<file path="src/rtl/seven_segment_scan_decoder_pkg.sv">
// Shared definitions for the seven-segment scan decoder.
// Contents:
//   SEG_0 .. SEG_9  segment patterns (bit0=a .. bit6=g, active-high)
//   SEG_BLANK       all segments off
//   DIGIT_BLANK     nibble stored for a blank digit
//   state_t         scan FSM state encodings
package seven_segment_scan_decoder_pkg;

    localparam logic [6:0] SEG_0     = 7'h3F;
    localparam logic [6:0] SEG_1     = 7'h06;
    localparam logic [6:0] SEG_2     = 7'h5B;
    localparam logic [6:0] SEG_3     = 7'h4F;
    localparam logic [6:0] SEG_4     = 7'h66;
    localparam logic [6:0] SEG_5     = 7'h6D;
    localparam logic [6:0] SEG_6     = 7'h7D;
    localparam logic [6:0] SEG_7     = 7'h07;
    localparam logic [6:0] SEG_8     = 7'h7F;
    localparam logic [6:0] SEG_9     = 7'h6F;
    localparam logic [6:0] SEG_BLANK = 7'h00;

    localparam logic [3:0] DIGIT_BLANK = 4'hF;

    typedef enum logic [1:0] {
        ST_IDLE   = 2'd0,  // no strobe, or several strobes at once
        ST_SETTLE = 2'd1,  // one strobe active, waiting for a stable window
        ST_HOLD   = 2'd2   // current pattern already committed
    } state_t;

endpackage

</file>
<file path="src/rtl/seven_segment_pattern_decoder.sv">
// Combinational decode of a seven-segment pattern back to a BCD digit.
// Ports:
//   seg    in   7  segment pattern, bit0=a .. bit6=g
//   legal  out  1  pattern is one of the ten digit codes
//   blank  out  1  pattern is all segments off
//   digit  out  4  decoded digit; DIGIT_BLANK for blank or illegal patterns
module seven_segment_pattern_decoder
    import seven_segment_scan_decoder_pkg::*;
(
    input  logic [6:0] seg,
    output logic       legal,
    output logic       blank,
    output logic [3:0] digit
);

    // NOTE: every output gets a default before the case so no path leaves
    // one unassigned, which would otherwise infer a latch.
    always_comb begin
        legal = 1'b1;
        blank = 1'b0;
        digit = DIGIT_BLANK;
        case (seg)
            SEG_0:     digit = 4'd0;
            SEG_1:     digit = 4'd1;
            SEG_2:     digit = 4'd2;
            SEG_3:     digit = 4'd3;
            SEG_4:     digit = 4'd4;
            SEG_5:     digit = 4'd5;
            SEG_6:     digit = 4'd6;
            SEG_7:     digit = 4'd7;
            SEG_8:     digit = 4'd8;
            SEG_9:     digit = 4'd9;
            SEG_BLANK: begin
                legal = 1'b0;
                blank = 1'b1;
            end
            default:   legal = 1'b0;
        endcase
    end

endmodule

</file>
<file path="src/rtl/seven_segment_scan_decoder.sv">
// Receive side of a multiplexed seven-segment display bus. Synchronises the
// segment lines and digit strobes, waits for each pattern to be stable, decodes
// it and assembles a frame of NUM_DIGITS digits handed out over valid/ready.
// Ports:
//   clk           in   1             rising-edge clock
//   rst_n         in   1             asynchronous active-low reset
//   seg_in        in   7             segments, active-high, asynchronous
//   an_in         in   NUM_DIGITS    digit strobes, active-high, asynchronous
//   frame_digits  out  4*NUM_DIGITS  digit i at [4i+3:4i], 4'hF = blank
//   frame_valid   out  1             frame_digits holds an unconsumed frame
//   frame_ready   in   1             consumer accepts when frame_valid is high
//   pat_err       out  1             pulse: committed pattern is illegal
//   strobe_err    out  1             pulse: strobes became multi-hot
//   overrun       out  1             pulse: unaccepted frame was overwritten
module seven_segment_scan_decoder
    import seven_segment_scan_decoder_pkg::*;
#(
    parameter int NUM_DIGITS    = 4,
    parameter int STABLE_CYCLES = 4
) (
    input  logic                    clk,
    input  logic                    rst_n,
    input  logic [6:0]              seg_in,
    input  logic [NUM_DIGITS-1:0]   an_in,
    output logic [4*NUM_DIGITS-1:0] frame_digits,
    output logic                    frame_valid,
    input  logic                    frame_ready,
    output logic                    pat_err,
    output logic                    strobe_err,
    output logic                    overrun
);

    localparam int SW    = NUM_DIGITS + 7;
    localparam int CNT_W = (STABLE_CYCLES > 1) ? $clog2(STABLE_CYCLES) : 1;
    localparam logic [CNT_W-1:0]      CNT_MAX = CNT_W'(STABLE_CYCLES - 1);
    localparam logic [CNT_W-1:0]      CNT_ONE = CNT_W'(1);
    localparam logic [NUM_DIGITS-1:0] AN_ONE  = NUM_DIGITS'(1);

    // Synchroniser: sync2 is the sample the rest of the logic works on,
    // sync1 is the sample it will see next.
    logic [SW-1:0] sync1, sync2;
    logic [NUM_DIGITS-1:0] s_an, n_an;
    logic [6:0]            s_seg;

    assign s_an  = sync2[SW-1:7];
    assign s_seg = sync2[6:0];
    assign n_an  = sync1[SW-1:7];

    // Change is detected on the way into sync2, so the counter, the FSM
    // state and the sample in sync2 always describe the same sample. That is
    // what makes a clean change commit exactly STABLE_CYCLES+2 edges later.
    logic change_next;
    logic n_onehot, n_multi, s_multi;

    assign change_next = (sync1 != sync2);
    assign n_multi     = ((n_an & (n_an - AN_ONE)) != '0);
    assign n_onehot    = (n_an != '0) && !n_multi;
    assign s_multi     = ((s_an & (s_an - AN_ONE)) != '0);

    logic [CNT_W-1:0] cnt;
    state_t           state, state_next;
    logic             commit;

    logic       dec_legal, dec_blank;
    logic [3:0] dec_digit;

    seven_segment_pattern_decoder u_decoder (
        .seg   (s_seg),
        .legal (dec_legal),
        .blank (dec_blank),
        .digit (dec_digit)
    );

    logic [NUM_DIGITS-1:0][3:0] digit_reg, digit_next;
    logic [NUM_DIGITS-1:0]      seen, seen_next;
    logic                       commit_ok, frame_done;

    // Scan FSM: next state and the commit strobe.
    always_comb begin
        state_next = state;
        commit     = 1'b0;
        case (state)
            ST_IDLE:   state_next = ST_IDLE;
            ST_SETTLE: begin
                if (cnt == CNT_MAX) begin
                    commit     = 1'b1;
                    state_next = ST_HOLD;
                end
            end
            ST_HOLD:   state_next = ST_HOLD;
            default:   state_next = ST_IDLE;
        endcase
        // A new sample always restarts the scan of that sample.
        if (change_next) begin
            state_next = n_onehot ? ST_SETTLE : ST_IDLE;
        end
    end

    // Commit updates the working digit set; s_an is one-hot whenever commit
    // is high, so at most one digit is written.
    assign commit_ok = commit && (dec_legal || dec_blank);

    always_comb begin
        digit_next = digit_reg;
        seen_next  = seen;
        if (commit_ok) begin
            for (int i = 0; i < NUM_DIGITS; i++) begin
                if (s_an[i]) begin
                    digit_next[i] = dec_digit;
                    seen_next[i]  = 1'b1;
                end
            end
        end
    end

    assign frame_done = commit_ok && (&seen_next);

    // NOTE: state registers use non-blocking assignments so every flop
    // samples the pre-edge values regardless of statement order.
    always_ff @(posedge clk or negedge rst_n) begin
        if (!rst_n) begin
            sync1      <= '0;
            sync2      <= '0;
            cnt        <= '0;
            state      <= ST_IDLE;
            pat_err    <= 1'b0;
            strobe_err <= 1'b0;
        end else begin
            sync1 <= {an_in, seg_in};
            sync2 <= sync1;
            if (change_next) begin
                cnt <= '0;
            end else if (cnt != CNT_MAX) begin
                cnt <= cnt + CNT_ONE;
            end
            state      <= state_next;
            pat_err    <= commit && !dec_legal && !dec_blank;
            // Only the transition into multi-hot reports, not its duration.
            strobe_err <= change_next && n_multi && !s_multi;
        end
    end

    // NOTE: digit_reg is a handful of flops and reset clears a partial
    // frame, so it is reset along with the rest rather than left as memory.
    always_ff @(posedge clk or negedge rst_n) begin
        if (!rst_n) begin
            digit_reg    <= '0;
            seen         <= '0;
            frame_digits <= '0;
            frame_valid  <= 1'b0;
            overrun      <= 1'b0;
        end else begin
            digit_reg <= digit_next;
            seen      <= frame_done ? '0 : seen_next;
            if (frame_done) begin
                // Completion wins over a same-cycle accept: the new frame
                // loads and valid stays high.
                frame_digits <= digit_next;
                frame_valid  <= 1'b1;
                overrun      <= frame_valid && !frame_ready;
            end else begin
                overrun <= 1'b0;
                if (frame_valid && frame_ready) begin
                    frame_valid <= 1'b0;
                end
            end
        end
    end

endmodule

</file>
<file path="config.mk">
export PLATFORM = sky130hd
export DESIGN_NAME = seven_segment_scan_decoder
export DESIGN_NICKNAME = d
export VERILOG_FILES = /design/src/rtl/seven_segment_scan_decoder_pkg.sv /design/src/rtl/seven_segment_pattern_decoder.sv /design/src/rtl/seven_segment_scan_decoder.sv
export SDC_FILE = /design/constraint.sdc
export NUM_CORES = 1
export LEC_CHECK = 0
export CELL_PAD_IN_SITES_DETAIL_PLACEMENT = 1
export CELL_PAD_IN_SITES_GLOBAL_PLACEMENT = 2
export CORE_MARGIN = 4
export CORE_UTILIZATION = 30
export CTS_BUF_LIST = sky130_fd_sc_hd__clkbuf_2
export DETAILED_ROUTE_END_ITERATION = 10
export HOLD_SLACK_MARGIN = 0.1
export PLACE_DENSITY = 0.74
export SLEW_MARGIN = 15
export SYNTH_ARGS = -nofsm -noshare
export SYNTH_HDL_FRONTEND = slang
export SYNTH_SLANG_ARGS = --single-unit
</file>
<file path="constraint.sdc">
create_clock -name clk -period 2.8 [get_ports clk]
set_input_delay 0.56 -clock clk [delete_from_list [all_inputs] [get_ports clk]]
set_output_delay 0.56 -clock clk [all_outputs]
set_load 0.05 [all_outputs]
</file>
* Yosys cells after proc, flatten, opt, wreduce, memory -nomap -nowiden
Index checks and enable logic that the tools add are counted.
** Word-level totals
- Logic and storage cells :: 83
- Latch bits :: 0
- Register bits :: 66
- Bits of input ports :: 14
- Bits in writable memories :: 0
- Bits in read-only memories :: 0
- Memories kept :: 0
** Cells by class
- Div/mod/pow operators :: 0
- $lt $le $gt $ge :: 0
- Eq/ne operators :: 16
- Bitwise operators :: 2
- Reduce and logical (&&, ||, !) cells :: 23
- Multiply operators :: 0
- Add/sub/neg operators :: 3
- Shift operators :: 0
- Mux-type cells :: 25
** Operator list (number)
- 7-bit == test (second input constant) :: 7
- 4-bit case mux with 10 select lines :: 1
- 4-bit 2-to-1 mux :: 6
- 16-bit 2-to-1 mux :: 1
- 7-bit by 3-bit == test with 1-bit output (second input constant) :: 2
- 1-bit 2-to-1 mux :: 12
- 4-bit nonzero test :: 3
- 11-bit inequality test :: 1
- 10-bit OR reduction :: 1
- 1-bit logical AND :: 9
- 4-bit AND :: 2
- 2-bit 2-to-1 mux :: 4
- 4-bit by 1-bit subtractor with 4-bit output (second input constant) :: 2
- 7-bit by 6-bit == test with 1-bit output (second input constant) :: 1
- 7-bit logical NOT :: 1
- 1-bit logical NOT :: 5
- 2-bit == test (second input constant) :: 2
- 2-bit case mux with 2 select lines :: 1
- 4-bit AND reduction :: 1
- 2-bit nonzero test :: 2
- 3-bit inequality test (second input constant) :: 1
- 2-bit by 1-bit adder with 2-bit output (second input constant) :: 1
- 2-bit by 1-bit == test with 1-bit output (second input constant) :: 1
- 2-bit inequality test (second input constant) :: 1
- 1-bit logical OR :: 1

* Longest topological paths before layout
Gate-level depths: netlist of run 1.
- Word-level depth :: 9
- Mapped depth :: 8

* Cells and area by module
From an unflattened synthesis of run 1, not the netlist that was laid out.
** Second synthesis, totals
- Cells, all modules :: 188
- Area total of the unflattened synthesis :: 2755.1 µm²
** By module, submodules not included
- seven_segment_scan_decoder :: area each 2526.2 µm², sequential area each 1651.6 µm², cells each 159, times used 1
- seven_segment_pattern_decoder :: area each 229.0 µm², sequential area each 0.0 µm², cells each 29, times used 1

* Worst setup path before layout of run 1
OpenSTA, ideal clock, no wires.
- Path kind :: register -> register
- From :: register sync2[3]
- To :: register frame_digits[11]
- Slack :: 0.623 ns
- Required time :: 2.675 ns
- Cell stages (with the launch flop) :: 9
- Period minus slack after synthesis :: 2.177 ns
- Arrival :: 2.052 ns
- Cell sequence :: dfrtp_1 > buf_6 > or3_4 > nand2b_4 > and3_4 > buf_6 > a211o_1 > buf_6 > mux2_4
** Between the ends
- Word-level cells in the longest chain between the ends :: 8
- Elaborated cells on any way between the ends :: 22
** RTL lines
- start: declaration :: line seven_segment_scan_decoder.sv:41 : logic [SW-1:0] sync1, sync2;
- start signal: assignment :: line seven_segment_scan_decoder.sv:130 : sync2 <= sync1;
- 7-bit by 6-bit == test with 1-bit output (tied with other cells) :: line seven_segment_pattern_decoder.sv:22 : case (seg)
- 10-bit OR reduction (no source line)
- 1-bit 2-to-1 mux :: line seven_segment_pattern_decoder.sv:22
- 1-bit logical OR :: line seven_segment_scan_decoder.sv:101 : assign commit_ok = commit && (dec_legal || dec_blank);
- 1-bit logical AND :: line seven_segment_scan_decoder.sv:101
- 4-bit 2-to-1 mux :: line seven_segment_scan_decoder.sv:106 : if (commit_ok) begin
- 4-bit AND reduction :: line seven_segment_scan_decoder.sv:116 : assign frame_done = commit_ok && (&seen_next);
- 1-bit logical AND :: line seven_segment_scan_decoder.sv:116
- end signal: assignment :: line seven_segment_scan_decoder.sv:158 : frame_digits <= digit_next;
- end: declaration :: line seven_segment_scan_decoder.sv:25 : output logic [4*NUM_DIGITS-1:0] frame_digits,
Several ways; a longest one is shown, not always the timed one.
A chain may end at the register's enable or synchronous reset.

* Worst setup path after layout of run 1
- From :: register sync2[2]
- To :: register frame_digits[1]
Same word-level chain as after synthesis.

==> results of run 1 <==
## kinds of logic after synthesis
family / Yosys count / share of synthesized area
and+or+nand+nor: 76 / 0.1407
xor gates and xnor gates: 16 / 0.04704
DFF: 66 / 0.5544
AOI/OAI and AO/OA: 60 / 0.1554
muxes: 12 / 0.05082
buffers and inverters: 21 / 0.03654
adders and majority gates: 4 / 0.01512
## layout by cell type (no fill, tap or decap), drive strengths merged, types with 3 or more instances in the layout
master and count:
a32o 8, xor2 15, nand2b 3, a2bb2oi 5, o21a 12, and3 8
a211oi 3, or3 3, mux2 10, inv 5, nor3b 4, nand3 4
o21ai 5, a21oi 5, clkdlybuf4s50 32, nand2 9, nor3 15, nor4 3
dfrtp 66, buf 8, clkbuf 13, nor2 18, o211ai 7, a31oi 4
## power by group
part           switching [mW]  internal (mW)
Clock                   0.335          0.309
Combinational          0.0601         0.0477
Sequential             0.0290          0.972
Total                   0.424           1.33
## synth_stat cells (2+ instances only)
cell,number
dfrtp_1,66
nor2_1,18
nor3_1,15
xor2_1,15
o21a_1,12
nand2_1,9
a32o_1,8
and3_1,7
o211ai_1,7
buf_2,6
a21oi_1,5
a2bb2oi_1,5
clkbuf_1,5
inv_1,5
mux2_2,5
mux2_4,5
o21ai_0,5
a31oi_1,4
nand3_1,4
nor3b_1,4
a211oi_1,3
buf_6,3
a22o_1,2
a32oi_1,2
buf_1,2
ha_1,2
maj3_1,2
mux2i_1,2
nand2b_1,2
nand4_1,2
nor2b_1,2
nor4_1,2
o22ai_1,2
or3_1,2
## repair_timing
action,4_1_cts,5_1_grt
endpoints found under the hold margin,66,0
hold buffers,1,0
endpoints found under the setup margin,0,0
## path summary, 6_finish.rpt
| path | start | end | slack [ns] | cells after the start |
|---|---|---|---|---|
| hold reg to reg | sync1[5] | sync2[5] | 0.42 | 0 |
| min in group asynchronous | rst_n | frame_digits[8] | 0.58 | 3 |
| max in group asynchronous | rst_n | sync2[10] | 1.86 | 3 |
| hold / removal | sync1[5] | sync2[5] | 0.42 | 0 |
| setup reg to reg | sync2[2] | frame_digits[1] | 0.21 | 6 |
| setup / recovery | sync2[2] | frame_digits[1] | 0.21 | 6 |
## stage by stage
stage	util	setup slack [ns]	power, mW	instance area, um2	cells
floorplan	-	0.6227	1.070	2979	255
global placement	0.3542	0.3708	1.126	3446	412
detailed placement	0.3542	0.2840	1.129	3446	412
CTS	0.3684	0.2732	1.784	3585	429
global route	0.3684	0.07877	1.852	3585	429
finish	0.3684	0.2109	1.753	3585	429
## cell type report
class,count,area share
sequential,66,0.4607
timing repair buffer,41,0.1117
tap,133,0.04642
inverter,5,0.005236
clock inverter,3,0.01780
multi-input combinational,168,0.3400
clock buffer,13,0.01815
## routing by layer
metal | wire length [um] | share of wire | vias up | GRT usage
met5 | 0 | 0 | - | 0
met4 | 148 | 0.021 | 0 | 0.05500
met3 | 279 | 0.039 | 12 | 0.03659
met2 | 3453 | 0.48 | 44 | 0.2185
met1 | 3284 | 0.46 | 1068 | 0.1662
li1 | - | - | 1010 | -
==> flow_summary.ini, run 1 <==
[clocking]
root_buffer = clkbuf_2
post_cts_resized = 0
clock_latency_ns = 0.51
cts.sinks = 66
cts_buffers = 9
cts_tree = done
htree_levels = 3
clk_pin_slew_worst_paths_ns = 0.17
cts_buffer_depth = 2
post_cts_buffers = 0

[timing]
setup_viol = 0
fmax_mhz = 386.2
min_period_over_period = 0.9247
fin_skew_ns = 0.02283
drv_slew = 0
finalHoldViolCount = 0
rsz0062_at_grt = false
whs_ns = 0.4196
period_minus_slack_ns = 2.589
worstMarginPinSlew_ns = 0.7301
slew_headroom = 0.5095
fin_setup_tns_ns = 0

[grt]
grt_overflow = 0
antenna_found_initial = 0
grt_pass1_vias = 2245
grt_max_degree = 35
grt_pass1_wl_um = 11820
groute.usage.overall = 0.1336

[finish]
ff_latch_area_um2 = 1652
diodes = 0
n_fill_cell = 1110
multi_input_area_um2 = 1219
drive_gt1_frac = 0.1351
area_growth_pct = 20.33
finalNetCount = 307

[route]
wl_um = 7166
drc_errors = 0
via_per_inst = 4.974
vias = 2134
wl_per_cell_um = 16.70
first_pass_iters = 4
drtIter0Drc = 65
ant_nets = 0

[worst_setup_path]
worstPathArrival_ns = 3.00
startpoint_type = flip-flop
critical-path-top-delay-family = simple AND/OR/NAND/NOR gates
slowest_delay_ns = 0.63
crit_fanout = 16
cp.required_ns = 3.21
crit_type = reg -> reg
cp-end-kind = flip-flop
crit_chain = nor2b_1 -> nor3b_1 -> nor3_1 -> a211o_1 -> buf_12 -> mux2_2
crit_buf_inv = 1
worst_path_max_delay_cell = nor3_1

[synth]
synth_top_area_share = 0.5544
synth.largest_area_cell = dfrtp_1
ys_warn_count = 0
synth_area_leaders = dfrtp_1 (55%), xor2_1 (4.4%), o21a_1 (3.0%)
synth-seq-area-share = 0.5544
netlist_instances = 255
yosys_register_bits = 66
synth.avg_cell_area_um2 = 11.68
synth_edf_count = 0
ys_async_sr_fraction = 1.000
yosysUniqueCellTypes = 49
ys.flop_type = dfrtp_1
syn-num-nets = 271
syn-cell-area_um2 = 2979

[floorplan]
rows = 36
dieArea_um2 = 11590
initial_utilization = 0.3062
ios = 34
fp.coreArea_um2 = 9729
dieWidth_um = 107.7
die_h_um = 107.7

[run_status]
status = completed

[power]
p_leak_nw = 1.546
peakVddDrop_v = 0.0002575
power_density_nw_per_um2 = 488.9

[placement]
hpwlAfterDp_um = 5157
gp_congestion = 0.8705
portBuffers = 33

[worst_hold_path]
hp-class = reg -> reg

[flow_run]
maxCapViolations = 0
No activity file was read; power rests on OpenSTA's default activity.
==> run 2, diff against run 1 <==
Settings changed: CTS_BUF_LIST sky130_fd_sc_hd__clkbuf_2 to not set.
==> flow_summary.ini, run 2 (same netlist as run 1, synthesis figures left out) <==
[grt]
grt_pass1_vias = 2254
grt_max_degree = 35
grt_pass1_wl_um = 11840
groute.usage.overall = 0.1329
grt_overflow = 0
antenna_found_initial = 0

[clocking]
post_cts_resized = 0
cts_buffers = 9
htree_levels = 3
cts_hold_buf = 0
root_buffer = clkbuf_8
cts_tree = done
post_cts_buffers = 0
cts.sinks = 66
cts_buffer_depth = 2
clock_latency_ns = 0.34
clk_pin_slew_worst_paths_ns = 0.07

[route]
first_pass_iters = 4
ant_nets = 0
drtIter0Drc = 65
vias = 2124
drc_errors = 0
wl_per_cell_um = 16.66
via_per_inst = 4.963
wl_um = 7129

[worst_setup_path]
crit_chain = nor2b_1 -> nor3b_1 -> nor3_1 -> a211o_1 -> buf_12 -> mux2_2
cp-startpoint = sync2[2]
crit_type = reg -> reg
rr_endpoint = frame_digits[1]
reg2reg_slack_ns = 0.27
timing.rr.start = sync2[2]
slowest_delay_ns = 0.59
worst_path_max_delay_cell = nor3_1
worstPathArrival_ns = 2.77
crit_fanout = 16
startpoint_type = flip-flop
cp.required_ns = 3.03
cp-end-kind = flip-flop
reg2reg_depth = 6

[flow_run]
maxCapViolations = 0

[finish]
n_fill_cell = 1108
diodes = 0
layout_common_cells = dfrtp_1 (66), clkdlybuf4s50_1 (32), nor2_1 (18), xor2_1 (15), nor3_1 (15)
instances_no_fill = 428
drive_gt1_frac = 0.1254
final_core_utilization = 0.3760
area_growth_pct = 22.81
final_common_cell = dfrtp_1
finalNetCount = 306
fin_area_um2 = 3659

[power]
p_int_mw = 1.547
p_sw_mw = 0.4404
finalPower_mw = 1.987
power_frac_seq = 0.504
switching_share = 0.2216
peakVddDrop_v = 0.0003905
p_leak_nw = 1.563
combPwrFrac = 0.054
power_density_nw_per_um2 = 543.1
p_clk_frac = 0.443

[placement]
gp_congestion = 0.8705
place_ws_ns = 0.2840
placed_cell_area_um2 = 3446
dpl.cell_count = 412
portBuffers = 33
hpwlAfterDp_um = 5157

[timing]
min_period_over_period = 0.9052
period_minus_slack_ns = 2.535
finalHoldViolCount = 0
setup_viol = 0
worstMarginPinSlew_ns = 0.6787
finalWorstSetupSlack_ns = 0.2654
fin_setup_tns_ns = 0
rsz0062_at_grt = false
whs_ns = 0.2393
fin_skew_ns = 0.009437
slew_headroom = 0.5440
drv_slew = 0
fmax_mhz = 394.5

[floorplan]
dieWidth_um = 107.7
dieArea_um2 = 11590
ios = 34
die_h_um = 107.7
fp.coreArea_um2 = 9729
rows = 36
initial_utilization = 0.3062

[run_status]
status = completed

[worst_hold_path]
hp-class = in -> async
## run 2: changes by cell type in the layout (fill, tap and decap cells not counted), sizes merged
cell,change
clkinv,-1
dlygate4sd3,-1
clkbuf,+1
## run 2: how the worst max path moves through the flow
stage / to / slack (ns) / cells after the start
floorplan: frame_digits[11] / 0.62 / 8
global placement: frame_digits[1] / 0.37 / 6
detailed placement: frame_digits[1] / 0.28 / 6
CTS: frame_digits[1] / 0.27 / 6
global route: frame_digits[1] / 0.09 / 6
finish: frame_digits[1] / 0.27 / 6
## run 2: worst max-delay path, delay by kind of cell (launching register included)
| family | cells | cell delay [ns] |
|---|---|---|
| buf+inv | 1 | 0.20 |
| mux | 1 | 0.33 |
| simple gates | 3 | 0.95 |
| compound gates | 1 | 0.46 |
| flops | 1 | 0.47 |
## run 2: routing by layer
metal / track usage / vias to the layer above / part of all wire
li1: - / 1008 / -
met1: 0.1688 / 1064 / 0.46
met4: 0.05591 / 0 / 0.016
met2: 0.2149 / 43 / 0.48
met5: 0 / - / 0
met3: 0.03359 / 9 / 0.043
## run 2: power by group through the flow
stage	clock network (mW)	registers, mW	logic (mW)
6_report	0.880	1.00	0.107
5_1_grt	0.961	1.00	0.122
4_1_cts	0.906	1.00	0.110
3_5_place_dp	0	1.02	0.110
3_3_place_gp	0	1.02	0.108
2_1_floorplan	0	1.01	0.0624
## run 2: layout make-up
class | count | area (um2) | area share
Sequential cell | 66 | 1652 | 0.4514
Multi-Input combinational cell | 168 | 1219 | 0.3331
Clock inverter | 2 | 60.06 | 0.01642
Tap cell | 133 | 166.4 | 0.04549
Clock buffer | 14 | 152.6 | 0.04172
Timing Repair Buffer | 40 | 390.4 | 0.1067
Inverter | 5 | 18.77 | 0.005130
